==> src/rtl/pipeline_pkg.sv <==
// pipeline_pkg
//   Shared types and constants for the pipeline hazard controller.
//   - fwd_sel_e   : operand forwarding mux select (none / writeback / memory)
//   - RESULT_SRC_LOAD : ResultSrc encoding that marks a load in Execute
//   - mdu_state_e : state of the one-entry MDU scoreboard
package pipeline_pkg;

  typedef enum logic [1:0] {
    FWD_NONE = 2'b00,
    FWD_WB   = 2'b01,
    FWD_MEM  = 2'b10
  } fwd_sel_e;

  localparam logic [1:0] RESULT_SRC_LOAD = 2'b01;

  typedef enum logic {
    IDLE = 1'b0,
    BUSY = 1'b1
  } mdu_state_e;

endpackage

==> src/rtl/mdu_scoreboard.sv <==
// mdu_scoreboard
//   One-entry scoreboard for the multi-cycle multiply/divide unit. It records
//   the destination register of the in-flight MDU operation and runs a
//   watchdog that abandons the entry if the MDU never reports completion.
// Ports:
//   clk, rst    : clock, synchronous active-high reset
//   MduStartE   : Execute issues an MDU op whose destination is RdE
//   RdE         : Execute destination register
//   DMemStallM  : pipeline frozen; an issue in this cycle is not accepted
//   MduDone     : MDU result is written back this cycle
//   MduBusy     : entry occupied (registered)
//   MduPendRd   : destination of the pending op, 0 when idle (registered)
//   MduTimeout  : sticky watchdog error, cleared only by rst (registered)
module mdu_scoreboard
  import pipeline_pkg::*;
#(
  parameter int REG_ADDR_W  = 5,
  parameter int MDU_TIMEOUT = 64,
  parameter int CNT_W       = $clog2(MDU_TIMEOUT + 1)
) (
  input  logic                  clk,
  input  logic                  rst,
  input  logic                  MduStartE,
  input  logic [REG_ADDR_W-1:0] RdE,
  input  logic                  DMemStallM,
  input  logic                  MduDone,
  output logic                  MduBusy,
  output logic [REG_ADDR_W-1:0] MduPendRd,
  output logic                  MduTimeout
);

  // Counter value seen in the last permitted BUSY cycle; the entry is
  // therefore held for exactly MDU_TIMEOUT cycles before the watchdog fires.
  localparam logic [CNT_W-1:0] CNT_LAST = CNT_W'(MDU_TIMEOUT - 1);

  mdu_state_e            state_q;
  logic [REG_ADDR_W-1:0] pend_rd_q;
  logic [CNT_W-1:0]      cnt_q;
  logic                  timeout_q;

  always_ff @(posedge clk) begin
    if (rst) begin
      state_q   <= IDLE;
      pend_rd_q <= '0;
      cnt_q     <= '0;
      timeout_q <= 1'b0;
    end else begin
      case (state_q)
        IDLE: begin
          // A frozen pipeline re-presents the same issue next cycle, so it
          // must not be latched now or it would be counted twice.
          if (MduStartE && !DMemStallM) begin
            state_q   <= BUSY;
            pend_rd_q <= RdE;
            cnt_q     <= '0;
          end
        end
        BUSY: begin
          // Completion is honoured even during a memory freeze: the MDU
          // writes the register file independently of the pipeline.
          if (MduDone) begin
            state_q   <= IDLE;
            pend_rd_q <= '0;
            cnt_q     <= '0;
          end else if (cnt_q == CNT_LAST) begin
            timeout_q <= 1'b1;
            state_q   <= IDLE;
            pend_rd_q <= '0;
            cnt_q     <= '0;
          end else begin
            cnt_q <= cnt_q + 1'b1;
          end
        end
        default: begin
          state_q   <= IDLE;
          pend_rd_q <= '0;
          cnt_q     <= '0;
        end
      endcase
    end
  end

  assign MduBusy    = (state_q == BUSY);
  assign MduPendRd  = pend_rd_q;
  assign MduTimeout = timeout_q;

endmodule

==> src/rtl/hazard_scoreboard.sv <==
// hazard_scoreboard
//   Hazard controller for the 5-stage core. Produces the Execute operand
//   forwarding selects and the stall/flush enables of the pipeline registers,
//   covering load-use, MDU issue/pending hazards, taken branches and data
//   memory back-pressure. The MDU scoreboard state lives in mdu_scoreboard.
// Ports:
//   Rs1D/Rs2D/RdD, RegWriteD, MduOpD        : Decode-stage instruction
//   Rs1E/Rs2E/RdE, ResultSrcE, MduStartE    : Execute-stage instruction
//   PCSrcE                                  : taken branch/jump in Execute
//   RdM/RegWriteM, RdW/RegWriteW            : later-stage writers
//   DMemStallM                              : data memory not ready
//   MduDone                                 : MDU writeback this cycle
//   ForwardAE/ForwardBE                     : 00 none, 01 from W, 10 from M
//   StallF/D/E/M, FlushD/E/W                : pipeline register controls
//   MduBusy/MduPendRd/MduTimeout            : scoreboard status (registered)
module hazard_scoreboard
  import pipeline_pkg::*;
#(
  parameter int REG_ADDR_W  = 5,
  parameter int MDU_TIMEOUT = 64,
  parameter int CNT_W       = $clog2(MDU_TIMEOUT + 1)
) (
  input  logic                  clk,
  input  logic                  rst,
  input  logic [REG_ADDR_W-1:0] Rs1D,
  input  logic [REG_ADDR_W-1:0] Rs2D,
  input  logic [REG_ADDR_W-1:0] RdD,
  input  logic                  RegWriteD,
  input  logic                  MduOpD,
  input  logic [REG_ADDR_W-1:0] Rs1E,
  input  logic [REG_ADDR_W-1:0] Rs2E,
  input  logic [REG_ADDR_W-1:0] RdE,
  input  logic [1:0]            ResultSrcE,
  input  logic                  MduStartE,
  input  logic                  PCSrcE,
  input  logic [REG_ADDR_W-1:0] RdM,
  input  logic [REG_ADDR_W-1:0] RdW,
  input  logic                  RegWriteM,
  input  logic                  RegWriteW,
  input  logic                  DMemStallM,
  input  logic                  MduDone,
  output logic [1:0]            ForwardAE,
  output logic [1:0]            ForwardBE,
  output logic                  StallF,
  output logic                  StallD,
  output logic                  StallE,
  output logic                  StallM,
  output logic                  FlushD,
  output logic                  FlushE,
  output logic                  FlushW,
  output logic                  MduBusy,
  output logic [REG_ADDR_W-1:0] MduPendRd,
  output logic                  MduTimeout
);

  // Memory stage has the younger result, so it wins over writeback.
  // x0 is hard-wired zero and is never forwarded.
  function automatic fwd_sel_e fwd_pick(
    input logic [REG_ADDR_W-1:0] rs,
    input logic [REG_ADDR_W-1:0] rd_m,
    input logic                  we_m,
    input logic [REG_ADDR_W-1:0] rd_w,
    input logic                  we_w
  );
    fwd_sel_e sel;
    sel = FWD_NONE;
    if (rs != '0) begin
      if (we_m && (rs == rd_m))      sel = FWD_MEM;
      else if (we_w && (rs == rd_w)) sel = FWD_WB;
    end
    return sel;
  endfunction

  fwd_sel_e fwd_a;
  fwd_sel_e fwd_b;

  assign fwd_a     = fwd_pick(Rs1E, RdM, RegWriteM, RdW, RegWriteW);
  assign fwd_b     = fwd_pick(Rs2E, RdM, RegWriteM, RdW, RegWriteW);
  assign ForwardAE = fwd_a;
  assign ForwardBE = fwd_b;

  logic load_stall;
  logic mdu_issue_stall;
  logic mdu_stall;
  logic data_stall;
  logic pend_hit;

  assign load_stall = (ResultSrcE == RESULT_SRC_LOAD) && (RdE != '0) &&
                      ((Rs1D == RdE) || (Rs2D == RdE));

  // The issuing MDU op will hold its destination for several cycles, so a
  // following writer of the same register (WAW) must also wait.
  assign mdu_issue_stall = MduStartE && (RdE != '0) &&
                           ((Rs1D == RdE) || (Rs2D == RdE) ||
                            (RegWriteD && (RdD == RdE)));

  assign pend_hit = (MduPendRd != '0) &&
                    ((Rs1D == MduPendRd) || (Rs2D == MduPendRd) ||
                     (RegWriteD && (RdD == MduPendRd)));

  // Any MDU op in Decode while the single entry is occupied is a
  // structural hazard.
  assign mdu_stall  = MduBusy && (MduOpD || pend_hit);
  assign data_stall = load_stall || mdu_issue_stall || mdu_stall;

  always_comb begin
    StallF = 1'b0;
    StallD = 1'b0;
    StallE = 1'b0;
    StallM = 1'b0;
    FlushD = 1'b0;
    FlushE = 1'b0;
    FlushW = 1'b0;
    if (DMemStallM) begin
      // Freeze everything up to Memory; the instruction leaving Memory is
      // replayed, so Writeback receives a bubble. A branch in Execute stays
      // put and is resolved again once memory is ready.
      StallF = 1'b1;
      StallD = 1'b1;
      StallE = 1'b1;
      StallM = 1'b1;
      FlushW = 1'b1;
    end else if (PCSrcE) begin
      // The stalled Decode instruction is on the wrong path anyway.
      FlushD = 1'b1;
      FlushE = 1'b1;
    end else if (data_stall) begin
      StallF = 1'b1;
      StallD = 1'b1;
      FlushE = 1'b1;
    end
  end

  mdu_scoreboard #(
    .REG_ADDR_W (REG_ADDR_W),
    .MDU_TIMEOUT(MDU_TIMEOUT),
    .CNT_W      (CNT_W)
  ) u_mdu_scoreboard (
    .clk       (clk),
    .rst       (rst),
    .MduStartE (MduStartE),
    .RdE       (RdE),
    .DMemStallM(DMemStallM),
    .MduDone   (MduDone),
    .MduBusy   (MduBusy),
    .MduPendRd (MduPendRd),
    .MduTimeout(MduTimeout)
  );

endmodule

==> config.mk <==
export PLATFORM = sky130hd
export DESIGN_NAME = hazard_scoreboard
export DESIGN_NICKNAME = d
export VERILOG_FILES = /design/src/rtl/pipeline_pkg.sv /design/src/rtl/mdu_scoreboard.sv /design/src/rtl/hazard_scoreboard.sv
export SDC_FILE = /design/constraint.sdc
export NUM_CORES = 1
export LEC_CHECK = 0
export ABC_AREA = 1
export CORE_UTILIZATION = 45
export CTS_BUF_LIST = sky130_fd_sc_hd__clkbuf_16
export CTS_CLUSTER_DIAMETER = 200
export CTS_CLUSTER_SIZE = 12
export DETAILED_ROUTE_END_ITERATION = 12
export PLACE_DENSITY_LB_ADDON = 0.2
export SYNTH_ARGS = -nofsm -noshare
export SYNTH_HDL_FRONTEND = slang
export SYNTH_SLANG_ARGS = --single-unit
==> constraint.sdc <==
create_clock -name clk -period 3.06 [get_ports clk]
set_input_delay 0.306 -clock clk [delete_from_list [all_inputs] [get_ports clk]]
set_output_delay 0.306 -clock clk [all_outputs]
set_load 0.01 [all_outputs]
# Word-level counts from Yosys, hierarchy flattened
# Cells that the tools add are included.
[classes] mul=0 add_sub_neg=1 muxes=26 n_eq_ne=14 n_bitwise=2 reduce_logical=27 n_div=0 shift=0 order_cmp=0
[op_table] operator="== test 5 bit" count=10
[op_table] operator="two-way mux 7 bit" count=3
[op_table] operator="nonzero test 5 bit" count=4
[op_table] operator="two-way mux 5 bit" count=3
[op_table] operator="one-hot mux 7 bit (2 select lines)" count=1
[op_table] operator="logical AND 1 bit" count=13
[op_table] operator="two-way mux 1 bit" count=13
[op_table] operator="one-hot mux 5 bit (2 select lines)" count=1
[op_table] operator="two-way mux 2 bit" count=4
[op_table] operator="adder 7 x 1 -> 7 bit (second input constant)" count=1
[op_table] operator="== test 7 x 6 -> 1 bit (second input constant)" count=1
[op_table] operator="logical OR 1 bit" count=7
[op_table] operator="inequality test 3 bit (second input constant)" count=1
[op_table] operator="AND reduction 3 bit" count=1
[op_table] operator="== test 2 x 1 -> 1 bit (second input constant)" count=1
[op_table] operator="inequality test 2 x 1 -> 1 bit (second input constant)" count=1
[op_table] operator="NOT 1 bit" count=2
[op_table] operator="one-hot mux 1 bit (2 select lines)" count=1
[op_table] operator="AND reduction 2 bit" count=1
[op_table] operator="zero test 1 bit" count=1
[totals] output_inout_bits=18 latch_bits=0 ram_bits=0 rom_bits=0 in_bits=52 reg_bits=14 n_memories=0

# Longest topological paths before layout
[logic_depth] depth_word=10 mapped_depth=13 depth_no_buf=12

# Hierarchy
# From an unflattened synthesis, not the netlist that was laid out.
[hier_totals] cells_unflattened=267 hier_area_um2=1515.2
[by_module_without_submodules] mod="hazard_scoreboard" area_per_inst_um2=874.6 cells_each=178 n_inst=1 seq_area_each_um2=0.0
[by_module_without_submodules] mod="mdu_scoreboard" area_per_inst_um2=640.6 cells_each=89 n_inst=1 seq_area_each_um2=280.3

# Worst setup path after synthesis
# OpenSTA, ideal clock, no wires.
[synth_path] kind="register to output" start="reg u_mdu_scoreboard.pend_rd_q[1] (netlist: u_mdu_scoreboard.MduPendRd[1])" end="out StallF" stages_incl_launch_ff=14 t_arrival_ps=1317 required_time_ps=2754 setup_slack_ps=1437 path_cell_list="dfxtp_1 -> inv_2 -> nand2_1 -> nand2_1 -> nor2_1 -> nand3_1 -> nand3_1 -> nand2_1 -> nand2_1 -> nand2_1 -> nand2_1 -> nand2_1 -> nand2_1 -> buf_4"
[synth_between] elab_chain_len=10 word_cells_on_any_way=14 cone_classes="eq/ne: 3; mux: 3; reduce/logical: 8"
[synth_lines] element="from (decl)" line_no="mdu_scoreboard.sv:37" source="logic [REG_ADDR_W-1:0] pend_rd_q;"
[synth_lines] element="from (signal assigned)" line_no="mdu_scoreboard.sv:54" source="pend_rd_q <= RdE;"
[synth_lines] element="== test 5 bit (on tied branches)" line_no="hazard_scoreboard.sv:98, hazard_scoreboard.sv:99"
[synth_lines] element="logical OR 1 bit or logical AND 1 bit (tied branches)" line_no="hazard_scoreboard.sv:98, hazard_scoreboard.sv:99"
[synth_lines] element="logical OR 1 bit" line_no="hazard_scoreboard.sv:98" source="((Rs1D == MduPendRd) || (Rs2D == MduPendRd) ||"
[synth_lines] element="logical AND 1 bit *" line_no="hazard_scoreboard.sv:97" source="assign pend_hit = (MduPendRd != '0) &&"
[synth_lines] element="logical OR 1 bit *" line_no="hazard_scoreboard.sv:103" source="assign mdu_stall = MduBusy && (MduOpD || pend_hit);"
[synth_lines] element="logical AND 1 bit *" line_no="hazard_scoreboard.sv:103"
[synth_lines] element="logical OR 1 bit *" line_no="hazard_scoreboard.sv:104" source="assign data_stall = load_stall || mdu_issue_stall || mdu_stall;"
[synth_lines] element="two-way mux 1 bit * (3 in series)"
[synth_lines] element="to (decl)" line_no="hazard_scoreboard.sv:44" source="output logic StallF,"
# Mark *: on every way between the ends. The rest lies on a longest branch, timed or not.

# Worst setup path in the final report
[layout_path] start="in RdE[2]" end="out StallF"
[layout_between] elab_chain_len=9 word_cells_on_any_way=16 cone_classes="eq/ne: 3; mux: 3; reduce/logical: 10"
[layout_lines] element="from (decl)" line_no="hazard_scoreboard.sv:32" source="input logic [REG_ADDR_W-1:0] RdE,"
[layout_lines] element="== test 5 bit (on tied branches)" line_no="hazard_scoreboard.sv:89, hazard_scoreboard.sv:94, hazard_scoreboard.sv:95"
[layout_lines] element="logical OR 1 bit or logical AND 1 bit (tied branches)" line_no="hazard_scoreboard.sv:89, hazard_scoreboard.sv:94, hazard_scoreboard.sv:95"
[layout_lines] element="logical OR 1 bit" line_no="hazard_scoreboard.sv:94" source="((Rs1D == RdE) || (Rs2D == RdE) ||"
[layout_lines] element="logical AND 1 bit" line_no="hazard_scoreboard.sv:93" source="assign mdu_issue_stall = MduStartE && (RdE != '0) &&"
[layout_lines] element="logical OR 1 bit * (2 in series)" line_no="hazard_scoreboard.sv:104"
[layout_lines] element="two-way mux 1 bit *" line_no="hazard_scoreboard.sv:127" source="end else if (data_stall) begin"
[layout_lines] element="two-way mux 1 bit *" line_no="hazard_scoreboard.sv:123" source="end else if (PCSrcE) begin"
[layout_lines] element="two-way mux 1 bit *" line_no="hazard_scoreboard.sv:114" source="if (DMemStallM) begin"
# Marked as above.

==> PnR_summary.wiki <==
{| class="wikitable"
! Metric !! Value
|-
| Width of the chip || 59.2 um
|-
| CP dominant cell by count || nand2_1
|-
| Maximum achievable frequency || 393 MHz
|-
| Die Span Y || 59.2 um
|-
| Aggregate routed wire length || 4170 um
|-
| Setup TNS after final layout || 0 ps
|-
| # clock sinks || 14
|-
| Commonest non-fill, non-tap cell in the layout || nand2_1
|-
| Commonest cells after routing, fill and taps aside || 74 x nand2_1, 69 x clkdlybuf4s50_1, 38 x nor2_1, 36 x inv_1, 14 x dfxtp_1
|-
| Critical Path Slowest Stage Cell || clkdlybuf4s50_1
|-
| Global-route congestion overflow total || 0
|-
| Switching fraction of total power || 27.8%
|-
| Mapped Nets || 315
|-
| Unique masters post-synth || 28
|-
| Critical path data arrival time || 2240 ps
|-
| Syn Area/Cell || 5.62 um2
|-
| Clock power share || 37.1%
|-
| Area grow syn2layout || 53.1%
|-
| Wire per inst || 11.2 um
|-
| Total die area || 3500 um2
|-
| Gpl congestion || 0.917
|-
| Critical path data required time || 2750 ps
|-
| Wire length of the first global-routing pass || 6810 um
|-
| Clock tree from TritonCTS || done
|-
| Synthesized instance count || 262
|-
| CTS HTree Levels || 1
|-
| Cell types with the largest area share after synthesis || dfxtp_1 19%, nand2_1 19%, nor2_1 9.7%
|-
| Number of post-CTS setup repair buffers || 0
|-
| Comb pwr share || 33.5%
|-
| Clock-pin slew of the registers on the worst-case setup and hold paths || 50 ps
|-
| Number of core rows || 20
|-
| Layout Nets || 382
|-
| Share of power burned in registers || 29.4%
|-
| Category of the worst setup path capture point || output port
|-
| Static leakage || 1.03 nW
|-
| Top cell family by delay on the critical path || buffers and inverters
|-
| I/O pin total || 70
|-
| Final HPWL DP || 3340 um
|-
| Worst ir drop on vdd || 369 uV
|-
| Worst-Skew Late Latency || 240 ps
|-
| Switching pwr || 0.184 mW
|-
| Global Route Usage Sum || 25.0%
|-
| Library cell occupying the most area in the post-synthesis netlist || dfxtp_1
|-
| Pin slew with the least headroom to its limit || 458 ps
|-
| Routed vias || 1822
|-
| Number of max-cap violations || 0
|-
| Hold violation total from the final report || 0
|-
| Share of cells above drive strength 1 || 5.49%
|-
| Port Buf Inserts || 69
|-
| Yosys warnings || 0
|-
| Power density relative to cell area || 294 nW/um2
|-
| Internal power consumption || 0.479 mW
|-
| Critical-path cell list || clkdlybuf4s50_1 -> xor2_1 -> nor2_1 -> nand4_1 -> nand3_1 -> nand2_4 -> nand2_1 -> nand2_1 -> nand2_1 -> clkdlybuf4s50_1
|-
| Setup repair after global routing missed its margin || false
|-
| Slew Viols, Final || 0
|-
| Number of nets with antenna violations after routing || 0
|-
| Total stage count of the critical path || 10
|-
| Number of global-route vias before repair || 1594
|-
| Per-cell via count in the routed design || 4.90
|-
| Pin count of the biggest net entering global routing || 13
|-
| Crit path largest cell delay || 550 ps
|-
| Largest buffer count on any clock path || 2
|-
| Clock period minus worst slack || 2540 ps
|-
| First-pass iteration count of the detailed router || 4
|-
| Result of the run || complete, no violations
|-
| Number of diodes added for antenna fixing || 0
|-
| Register-to-register setup slack || 1550 ps
|-
| Proportion of synthesized chip area in sequential cells || 19.0%
|-
| CTS hold repair buffers || 0
|-
| Count of cells resized by post-cts repair || 0
|-
| Flip-flop and latch count after synthesis || 14
|-
| Register-to-Register Path Depth || 10
|-
| Remaining routing DRC violations || 0
|-
| Area of the mapped netlist || 1470 um2
|-
| 1st-iter DRT viols || 121
|-
| Final core utilization || 73.2%
|-
| Count of buffering cells on the critical path with inverters included || 2
|-
| CP max FO || 6
|-
| Core outline area || 3080 um2
|-
| Effective utilization at floorplan || 47.8%
|-
| Path type of the worst setup path || in -> out
|-
| Hold Crit Depth || 2
|-
| Final setup violating endpoints || 0
|-
| Number of buffers created by CTS || 3
|-
| Buffer type at the clock tree root || clkbuf_16
|-
| Worst-case clock skew || 4.51 ps
|-
| Worst slew slack as a fraction of its limit || 69.4%
|-
| Startpoint type of the worst setup path || primary input
|-
| Post-route fraction of the period consumed by the critical path || 83.1%
|-
| Antenna violations before repair || 0
|-
| Kind of path behind the tightest hold check || reg -> reg
|-
| Top-area cell type share of the netlist area || 19.0%
|}
## power by group through the flow
| stage | Combinational [mW] | Clock [mW] | Sequential (mW) |
|---|---|---|---|
| floorplan | 0.102 | 0 | 0.198 |
| detailed placement | 0.219 | 0 | 0.198 |
| global route | 0.245 | 0.260 | 0.195 |
| global placement | 0.218 | 0 | 0.198 |
| CTS | 0.221 | 0.250 | 0.194 |
| finish | 0.222 | 0.246 | 0.195 |
## cell type report
cell class              count  area (um2)
well taps                  44        55.1
clock buffers               3        75.1
multi-input cells         195         975
flip-flops and latches     14         280
clock inverters             1        3.75
repair buffers             69         691
fillers                   295         826
inverters                  46         173
## Yosys cell counts
library cell	number
nand2_1	74
nor2_1	38
inv_1	36
dfxtp_1	14
nand3_1	13
xor2_1	13
a21oi_1	12
inv_2	10
nor3_1	9
xnor2_1	8
o22ai_1	6
buf_4	4
o2111ai_1	4
o21ai_0	4
a2111oi_0	2
buf_2	2
nand2_2	2
a211oi_1	1
a221oi_1	1
and3_1	1
clkbuf_1	1
ha_1	1
nand2_4	1
nand4_1	1
nor2_2	1
o21a_1	1
o21ai_1	1
or2_2	1
## sequential cells by signal, summed over array words and instances, names as in the netlist
signal                       cells
u_mdu_scoreboard.MduPendRd       5
u_mdu_scoreboard.MduTimeout      1
u_mdu_scoreboard.MduBusy         1
u_mdu_scoreboard.cnt_q           7
## worst register-to-register path, delay by kind of cell, from the launching register on
| family | cells | cell delay, ps |
|---|---|---|
| compound gates | 1 | 60 |
| fa+ha+maj | 1 | 180 |
| flops | 1 | 390 |
| simple gates | 8 | 750 |
## metrics by stage
| stage | setup WS (ps) | area, um2 | cells | hold slack [ps] | total power, mW |
|---|---|---|---|---|---|
| 5_1_grt | 268 | 2250 | 372 | 471 | 0.700 |
| 3_5_place_dp | 537 | 2170 | 368 | 441 | 0.417 |
| 2_1_floorplan | 1440 | 1470 | 262 | 384 | 0.300 |
| 3_3_place_gp | 533 | 2170 | 368 | 434 | 0.416 |
| 6_report | 519 | 2250 | 372 | 442 | 0.663 |
| 4_1_cts | 519 | 2250 | 372 | 447 | 0.665 |
## routing by layer
layer / vias to the layer above / track usage (%) / wire length [um]
met4: 0 / 3.06 / 18
met3: 2 / 5.24 / 303
met2: 70 / 40.8 / 1830
met1: 797 / 34.8 / 2010
met5: - / 0 / 0
li1: 953 / - / -
## final timing paths
path / startpoint / endpoint
max: RdE[2] / StallF
min: u_mdu_scoreboard.cnt_q[6]$_SDFFE_PP0P_ / u_mdu_scoreboard.cnt_q[6]$_SDFFE_PP0P_
max reg2reg: u_mdu_scoreboard.cnt_q[0]$_SDFFE_PP0P_ / u_mdu_scoreboard.MduPendRd[1]$_SDFFE_PP0P_
min reg2reg: u_mdu_scoreboard.cnt_q[6]$_SDFFE_PP0P_ / u_mdu_scoreboard.cnt_q[6]$_SDFFE_PP0P_
## kinds of logic after synthesis
group	synth area share, %
compound gates	13.5
xor+xnor	12.5
fa+ha+maj	0.850
buf+inv	14.7
flops	19.0
simple gates	39.4
(Power assumes the default switching activity.)
